==> config.mk <==
export PLATFORM = sky130hd
export DESIGN_NAME = mmio_uart_tx
export DESIGN_NICKNAME = d
export VERILOG_FILES = /design/src/rtl/mmio_uart_tx.sv
export SDC_FILE = /design/constraint.sdc
export NUM_CORES = 1
export LEC_CHECK = 0
export ABC_CLOCK_PERIOD_IN_PS = 2950
export CORE_MARGIN = 2
export CORE_UTILIZATION = 46
export DETAILED_ROUTE_END_ITERATION = 10
export PLACE_DENSITY_LB_ADDON = 0.2
export SYNTH_ARGS = -nofsm -noshare
export SYNTH_HDL_FRONTEND = slang
export SYNTH_SLANG_ARGS = --single-unit
==> constraint.sdc <==
create_clock -name clk -period 2.95 [get_ports clk]
set_input_delay 0.59 -clock clk [delete_from_list [all_inputs] [get_ports clk]]
set_output_delay 0.59 -clock clk [all_outputs]
set_load 0.01 [all_outputs]
==> src/rtl/mmio_uart_tx.sv <==
// Memory-mapped 8N1 UART transmitter on the CPU data port: TXDATA push into a small FIFO,
// combinational STATUS read, and a registered-output serial shifter.
module mmio_uart_tx #(
  parameter logic [31:0] BASE_ADDR    = 32'hFFFF_0000,
  parameter int unsigned CLKS_PER_BIT = 16,
  parameter int unsigned FIFO_DEPTH   = 4
) (
  input  logic        clk,
  input  logic        reset,
  input  logic [31:0] daddr,
  input  logic [31:0] dwdata,
  input  logic [3:0]  we,
  output logic [31:0] rdata,
  output logic        sel,
  output logic        txd,
  output logic        busy
);

  localparam int unsigned PtrW = $clog2(FIFO_DEPTH);
  localparam int unsigned CntW = PtrW + 1;
  localparam int unsigned BitW = $clog2(CLKS_PER_BIT);
  localparam logic [CntW-1:0] Depth   = CntW'(FIFO_DEPTH);
  localparam logic [BitW-1:0] BitLast = BitW'(CLKS_PER_BIT - 1);

  typedef enum logic [1:0] {StIdle, StStart, StData, StStop} state_e;

  state_e            state_q, state_d;
  logic [BitW-1:0]   bitcnt_q, bitcnt_d;
  logic [2:0]        bitidx_q, bitidx_d;
  logic [7:0]        shift_q, shift_d;
  logic              txd_q, txd_d;

  logic [7:0]        mem_q [FIFO_DEPTH];
  logic [PtrW-1:0]   wptr_q, rptr_q;
  logic [CntW-1:0]   count_q, count_d;
  logic              ovf_q, ovf_d;

  logic hit_data, hit_stat;
  logic push_req, push, pop;
  logic full, empty, bit_end;
  logic ovf_clr;
  logic unused_bits;

  // Address decode
  assign sel      = (daddr[31:3] == BASE_ADDR[31:3]);
  assign hit_data = (daddr == BASE_ADDR);
  assign hit_stat = (daddr == BASE_ADDR + 32'd4);
  assign push_req = hit_data & we[0];
  assign ovf_clr  = hit_stat & we[0] & dwdata[3];

  assign unused_bits = ^{we[3:1], dwdata[31:8]};

  assign full  = (count_q == Depth);
  assign empty = (count_q == '0);

  // A push while full is still accepted when the shifter pops on the same edge.
  assign push = push_req & (~full | pop);

  always_comb begin
    count_d = count_q;
    if (push && !pop) begin
      count_d = count_q + CntW'(1);
    end else if (!push && pop) begin
      count_d = count_q - CntW'(1);
    end
  end

  always_comb begin
    ovf_d = ovf_q;
    if (push_req && !push) begin
      ovf_d = 1'b1;
    end else if (ovf_clr) begin
      ovf_d = 1'b0;
    end
  end

  always_ff @(posedge clk or negedge reset) begin
    if (!reset) begin
      wptr_q  <= '0;
      rptr_q  <= '0;
      count_q <= '0;
      ovf_q   <= 1'b0;
    end else begin
      if (push) wptr_q <= wptr_q + PtrW'(1);
      if (pop)  rptr_q <= rptr_q + PtrW'(1);
      count_q <= count_d;
      ovf_q   <= ovf_d;
    end
  end

  // Storage needs no reset; the pointers and count define what is valid.
  always_ff @(posedge clk) begin
    if (push) mem_q[wptr_q] <= dwdata[7:0];
  end

  always_comb begin
    rdata = 32'd0;
    if (hit_stat) begin
      rdata = {24'd0, 4'(count_q), ovf_q, busy, empty, full};
    end
  end

  // Shifter: state register
  always_ff @(posedge clk or negedge reset) begin
    if (!reset) begin
      state_q  <= StIdle;
      bitcnt_q <= '0;
      bitidx_q <= '0;
      shift_q  <= '0;
      txd_q    <= 1'b1;
    end else begin
      state_q  <= state_d;
      bitcnt_q <= bitcnt_d;
      bitidx_q <= bitidx_d;
      shift_q  <= shift_d;
      txd_q    <= txd_d;
    end
  end

  assign bit_end = (bitcnt_q == BitLast);

  // Shifter: next-state logic
  always_comb begin
    state_d  = state_q;
    bitcnt_d = bitcnt_q;
    bitidx_d = bitidx_q;
    shift_d  = shift_q;
    pop      = 1'b0;
    unique case (state_q)
      StIdle: begin
        bitcnt_d = '0;
        bitidx_d = '0;
        if (!empty) begin
          pop     = 1'b1;
          shift_d = mem_q[rptr_q];
          state_d = StStart;
        end
      end
      StStart: begin
        if (bit_end) begin
          bitcnt_d = '0;
          bitidx_d = '0;
          state_d  = StData;
        end else begin
          bitcnt_d = bitcnt_q + BitW'(1);
        end
      end
      StData: begin
        if (bit_end) begin
          bitcnt_d = '0;
          shift_d  = {1'b0, shift_q[7:1]};
          if (bitidx_q == 3'd7) begin
            bitidx_d = '0;
            state_d  = StStop;
          end else begin
            bitidx_d = bitidx_q + 3'd1;
          end
        end else begin
          bitcnt_d = bitcnt_q + BitW'(1);
        end
      end
      StStop: begin
        if (bit_end) begin
          bitcnt_d = '0;
          if (!empty) begin
            pop     = 1'b1;
            shift_d = mem_q[rptr_q];
            state_d = StStart;
          end else begin
            state_d = StIdle;
          end
        end else begin
          bitcnt_d = bitcnt_q + BitW'(1);
        end
      end
      default: state_d = StIdle;
    endcase
  end

  // Shifter: output logic; txd is computed from next state so the register lines up with it.
  always_comb begin
    txd_d = 1'b1;
    unique case (state_d)
      StIdle:  txd_d = 1'b1;
      StStart: txd_d = 1'b0;
      StData:  txd_d = shift_d[0];
      StStop:  txd_d = 1'b1;
      default: txd_d = 1'b1;
    endcase
  end

  assign txd  = txd_q;
  assign busy = (state_q != StIdle);

endmodule

==> results of run 1 <==
[area by class of cell]
cell class	count	area (um^2)
inverter	17	63.8
clock inverter	7	46.3
timing repair buffer	69	619
clock buffer	9	124
tap	80	100
sequential	58	1610
multi-input combinational	172	1350
fill	573	2770
[metal layers]
layer | up-vias | GRT usage [%] | part of all wire [%]
met5 | - | 0 | 0
met4 | 0 | 3.84 | 0.53
li1 | 1057 | - | -
met1 | 1035 | 20.9 | 42
met2 | 84 | 26.4 | 50
met3 | 4 | 6.38 | 7.4
[worst min path at each step]
stage / from / endpoint / slack [ps] / cells after the start
6_report: bitidx_q[1]$_DFFE_PN0P_ / bitidx_q[1]$_DFFE_PN0P_ / 480 / 2
2_1_floorplan: reset / bitcnt_q[0]$_DFF_PN0_ / 290 / 0
3_5_place_dp: bitidx_q[1]$_DFFE_PN0P_ / bitidx_q[1]$_DFFE_PN0P_ / 460 / 2
4_1_cts: bitidx_q[1]$_DFFE_PN0P_ / bitidx_q[1]$_DFFE_PN0P_ / 480 / 2
5_1_grt: bitidx_q[1]$_DFFE_PN0P_ / bitidx_q[1]$_DFFE_PN0P_ / 510 / 2
3_3_place_gp: bitidx_q[1]$_DFFE_PN0P_ / bitidx_q[1]$_DFFE_PN0P_ / 470 / 2
[critical path, stage by stage]
cell           delay (ps)
dlygate4sd2_1         230
or4bb_4               540
nor4_4                280
buf_4                 150
nand4_1               140
nor2_1                170
ha_2                  210
inv_2                  40
fa_2                  370
xor2_2                150
nor2_1                110
xnor2_1               120
[repair_timing]
action,4_1_cts,5_1_grt
gates resized for setup,40,7
endpoints found under the setup margin,10,5
pin swaps,7,9
setup buffers,2,1
endpoints found under the hold margin,0,0
[power breakdown]
group | internal [uW] | leakage, uW | switching [uW] | total (uW)
combinational | 51.6 | 0.000941 | 38.5 | 90.1
sequential | 856 | 0.000608 | 0.00000161 | 856
clock | 298 | 0.0000709 | 318 | 616
total | 1210 | 0.00162 | 356 | 1560
[logic make-up (layout without fill, tap and decap cells)]
| logic type | count (synthesis) | count (layout) | share of synthesized area [%] |
|---|---|---|---|
| flip-flops | 58 | 58 | 51.6 |
| other | 1 | 25 | 0.120 |
| XOR/XNOR | 7 | 7 | 1.96 |
| adder cells (fa/ha/maj) | 15 | 15 | 6.25 |
| buffers and inverters | 51 | 102 | 9.17 |
| multiplexers | 11 | 11 | 6.81 |
| AND/OR/NAND/NOR | 76 | 76 | 14.5 |
| AO/OA/AOI/OAI | 38 | 38 | 9.57 |
[cell usage in the layout, fill, tap and decap left out, drive strengths merged, types with 4 or more instances in the layout]
cell           synthesis  layout
and3                   8       8
buf                   27      24
clkinvlp               0       5
dlygate4sd2            0       4
a22o                   7       7
ha                    14      14
conb                   1      25
a221o                  7       7
xnor2                  5       5
edfxtp                32      32
nand2                  9       9
or4                    4       4
nand2b                 4       4
o21ai                  6       6
mux4                   8       8
nor2                  15      15
clkbuf                 7       9
dfrtp                 25      25
nand3                  4       4
inv                   17      17
nor3                   8       8
clkdlybuf4s50          0      36
nand4                  5       5
[state kept, by name, summed over array words and instances, names as in the netlist]
name	cells
ovf_q	1
bitcnt_q	4
state_q	2
wptr_q	2
txd	1
count_q	3
rptr_q	2
mem_q	32
shift_q	8
bitidx_q	3
[metrics by stage]
stage / total power [uW] / TNS (ps) / util, % / std cells / hold slack (ps)
finish: 1560 / 0 / 58.6 / 412 / 477
global route: 1620 / -0.645 / 58.6 / 412 / 506
CTS: 1580 / 0 / 58.2 / 411 / 478
detailed placement: 965 / -8520 / 55.6 / 393 / 463
global placement: 963 / -7530 / 55.6 / 393 / 465
floorplan: 919 / 0 / - / 281 / 294
==> reports/metrics.yaml, run 1 <==
synth:
  yosysSeqAreaShare_pct: 51.6
  synth_area_leaders: "edfxtp_1, dfrtp_1, buf_4"
  synthMostInstantiatedCell: "edfxtp_1"
  syn_inst: 257
  synth_flop_cell: "edfxtp_1"
  netlist_area_um2: 3120
  synth_edf_count: 32
  syn_avg_cell_area_um2: 12.2
  synth-seq-cells: 58
  synth_common_cells: "edfxtp_1, buf_4, dfrtp_1, inv_1, nor2_1"
  synth-async-reset-ratio_pct: 44.8
  synth_cell_types: 55
  ys_warn_count: 0
  synth_top_area_share_pct: 30.8
  synth_top_area_cell: "edfxtp_1"
critical_path:
  reg2reg_slack_ps: 240
  cp_data_arrival_time_ps: 3090
  rr_endpoint: "count_q[1]$_DFFE_PN0P_"
  worst-setup-path-type: "primary input to flip-flop"
  cp_data_required_time_ps: 3210
  crit_start: "daddr[12]"
  endpoint: "count_q[2]$_DFFE_PN0P_"
  path_max_fanout: 2
  cp-end-kind: "flip-flop"
  startpoint_type: "primary input"
  reg2reg_depth: 9
  crit-reg2reg-launch: "bitcnt_q[0]$_DFF_PN0_"
job:
  drv_cap: 0
layout:
  syn2layout_area_growth_pct: 25.2
  drive_gt1_share_pct: 17.8
  final_area_um2: 3910
  fin_nets: 412
  n_antenna_cell: 0
clock_network:
  clockRootBuffer: "clkbuf_8"
  numCtsBuffers: 9
  htree_levels: 3
  cts_hold_buf: 0
  clk_pin_slew_ps: 60
  clk_latency_ps: 340
  cts_tree: "done"
  numClockSinks: 58
  clock_path_buffers: 2
drt:
  drtIter0Drc: 71
  drtPass1Iterations: 4
  drc: 0
  num_vias: 2180
  postRouteAntennaNets: 0
  detail_route.vias_per_cell: 5.29
  drt-total-wl_mm: 5.69
  wire_per_inst_um: 13.8
floorplan:
  io_pins: 105
  die_h_um: 86.4
  die_w_um: 86.4
  num_rows: 30
  design.core.area_um2: 6680
  initial_core_util_pct: 46.8
  fp.dieArea_um2: 7470
placed_design:
  dp_hpwl_mm: 4.18
  globalplace.congestion: 0.847
  placed_area_um2: 3720
  place_ws_ps: -541
  port_buffers: 52
global_route:
  grt-ovfl-total: 0
  grt_start_max_net_pins: 27
  grt_pass1_vias: 2079
  grt_pass1_wl_mm: 9.53
  grt_use_total_pct: 16.4
  antenna_found_initial: 0
worst_hold_path:
  hold_path.class: "flip-flop to flip-flop"
pwr:
  p_leak_uw: 0.00162
  vdd_ir_drop_max_mv: 0.373
  power_density_nw_per_um2: 399
timing:
  slew_violations: 0
  clock.fmax_mhz: 353
  slew_headroom_pct: 62.2
  timing.final.ws_setup_ps: 117
  hold_violations: 0
  finalSetupViolations: 0
  period_minus_slack_ps: 2830
  fin_crit_sh_pct: 96.0
  worst_pin_slew_ps: 567
  clock_skew_ps: 8.79
status:
  status: "completed"
Power figures use the tool's default switching activity.
==> run 2: changes to the inputs <==
--- a/config.mk
+++ b/config.mk
@@ -8,6 +8,7 @@
 export ABC_CLOCK_PERIOD_IN_PS = 2950
 export CORE_MARGIN = 2
 export CORE_UTILIZATION = 46
+export CTS_BUF_LIST = sky130_fd_sc_hd__clkbuf_16
 export DETAILED_ROUTE_END_ITERATION = 10
 export PLACE_DENSITY_LB_ADDON = 0.2
 export SYNTH_ARGS = -nofsm -noshare
==> reports/metrics.yaml, run 2 (same netlist as run 1, synthesis figures left out) <==
critical_path:
  crit_path_max_incr_delay_ps: 550
  cp-end-kind: "flip-flop"
  crit_top_cell: "nor2_1"
  crit_chain: "clkdlybuf4s15_1 > or4_4 > nor4_4 > buf_4 > nand4_1 > nor2_1 > ha_2 > inv_2 > fa_2 > xor2_2 > nor2_1 > xnor2_1"
  cp_data_arrival_time_ps: 3060
  worst-setup-path-type: "primary input to flip-flop"
  cp_data_required_time_ps: 3200
  startpoint_type: "primary input"
  path_max_fanout: 2
  cp_slowest_cell: "or4_4"
  crit_buf_inv: 3
  reg2reg_slack_ps: 220
  critical_path.top_delay_family: "simple AND/OR/NAND/NOR gates"
timing:
  finalSetupViolations: 0
  slew_headroom_pct: 61.8
  fin_crit_sh_pct: 95.4
  setup_tns_ps: 0
  hold_violations: 0
  worst_pin_slew_ps: 573
  clock.fmax_mhz: 355
  rsz0062_at_grt: "false"
  clock_skew_ps: 3.18
  slew_violations: 0
  period_minus_slack_ps: 2810
placed_design:
  globalplace.congestion: 0.847
  place_inst: 393
  dp_hpwl_mm: 4.18
  port_buffers: 52
layout:
  top_register: "mem_q"
  syn2layout_area_growth_pct: 28.5
  final_common_cell: "clkdlybuf4s50_1"
  final_cell_mix: "clkdlybuf4s50_1, edfxtp_1, conb_1, dfrtp_1"
  final_cells: 412
  reg.largest.list: "mem_q: 32 flops, shift_q: 8 flops, bitcnt_q: 4 flops"
  drive_gt1_share_pct: 17.8
  n_fill_cell: 556
  fin_nets: 412
  largest_reg_flops: 32
  n_antenna_cell: 0
  fin_util_pct: 60.1
  area.sequential_um2: 1610
  multi_input_area_um2: 1350
pwr:
  power_density_nw_per_um2: 464
  vdd_ir_drop_max_mv: 0.425
  p_leak_uw: 0.00166
floorplan:
  fp.dieArea_um2: 7470
  design.core.area_um2: 6680
  die_w_um: 86.4
  initial_core_util_pct: 46.8
  die_h_um: 86.4
  io_pins: 105
  num_rows: 30
global_route:
  grt_start_max_net_pins: 27
  grt_use_total_pct: 17.0
  grt_pass1_wl_mm: 9.85
  antenna_found_initial: 0
  grt-ovfl-total: 0
  grt_pass1_vias: 2115
drt:
  num_vias: 2172
  postRouteAntennaNets: 0
  drtIter0Drc: 60
  detail_route.vias_per_cell: 5.27
  drc: 0
  wire_per_inst_um: 14.2
  drtPass1Iterations: 4
  drt-total-wl_mm: 5.86
status:
  status: "completed"
clock_network:
  numCtsBuffers: 9
  clock_path_buffers: 2
  cts_tree: "done"
  clk_latency_ps: 320
  clk_pin_slew_ps: 50
  cts_hold_buf: 0
  numClockSinks: 58
  clockRootBuffer: "clkbuf_16"
  htree_levels: 3
job:
  drv_cap: 0
worst_hold_path:
  hold_path.class: "flip-flop to flip-flop"
-- run 2: final timing paths --
kind                                         start                      end  cells past startpoint
max                                      daddr[13]   count_q[2]$_DFFE_PN0P_                     12
min                        bitidx_q[1]$_DFFE_PN0P_  bitidx_q[1]$_DFFE_PN0P_                      2
max reg2reg                   state_q[0]$_DFF_PN0_   count_q[1]$_DFFE_PN0P_                     10
min reg2reg                bitidx_q[1]$_DFFE_PN0P_  bitidx_q[1]$_DFFE_PN0P_                      2
max in group asynchronous                    reset            txd$_DFF_PN1_                      2
min in group asynchronous                    reset   shift_q[5]$_DFFE_PN0P_                      2
-- run 2: metrics by stage --
| step | instance area (um^2) | hold slack [ps] | setup WS (ps) | total power, uW |
|---|---|---|---|---|
| finish | 4020 | 474 | 136 | 1860 |
| global route | 4020 | 501 | 3.11 | 1920 |
| CTS | 3990 | 474 | 15.7 | 1880 |
| detailed placement | 3720 | 463 | -541 | 965 |
| global placement | 3720 | 465 | -515 | 963 |
| floorplan | 3210 | 294 | 50.5 | 919 |
-- run 2: final cells by class --
cell class / count / area share [%]
inverter: 17 / 1.59
clock inverter: 7 / 1.15
multi-input combinational: 172 / 33.5
tap: 80 / 2.49
timing repair buffer: 69 / 15.5
clock buffer: 9 / 5.61
sequential: 58 / 40.2
-- run 2: worst register-to-register path: stages, from the launching register on --
cell      delay [ps]
dfrtp_1          450
inv_1            120
ha_1             220
a41oi_1          420
o21ai_0          200
nand2b_1         210
nor2_1            80
ha_2             200
inv_2             50
fa_2             410
mux2_2           260
-- run 2: timing repair --
action | in CTS | in global routing
buffers inserted | 2 | 1
endpoints found under the setup margin | 10 | 5
resized for setup | 41 | 7
pin swaps | 10 | 9
-- run 2: power breakdown --
part / internal, uW / switching (uW)
registers: 858 / 0.00000161
clock network: 561 / 355
logic: 51.8 / 38.4
total: 1470 / 393
-- run 2: per-layer routing --
metal | vias up | global-route usage (%) | part of all wire (%)
met5 | - | 0 | 0
met4 | 0 | 4.97 | 1.0
met3 | 7 | 5.90 | 5.9
met2 | 78 | 27.8 | 50
met1 | 1029 | 21.4 | 43
li1 | 1058 | - | -
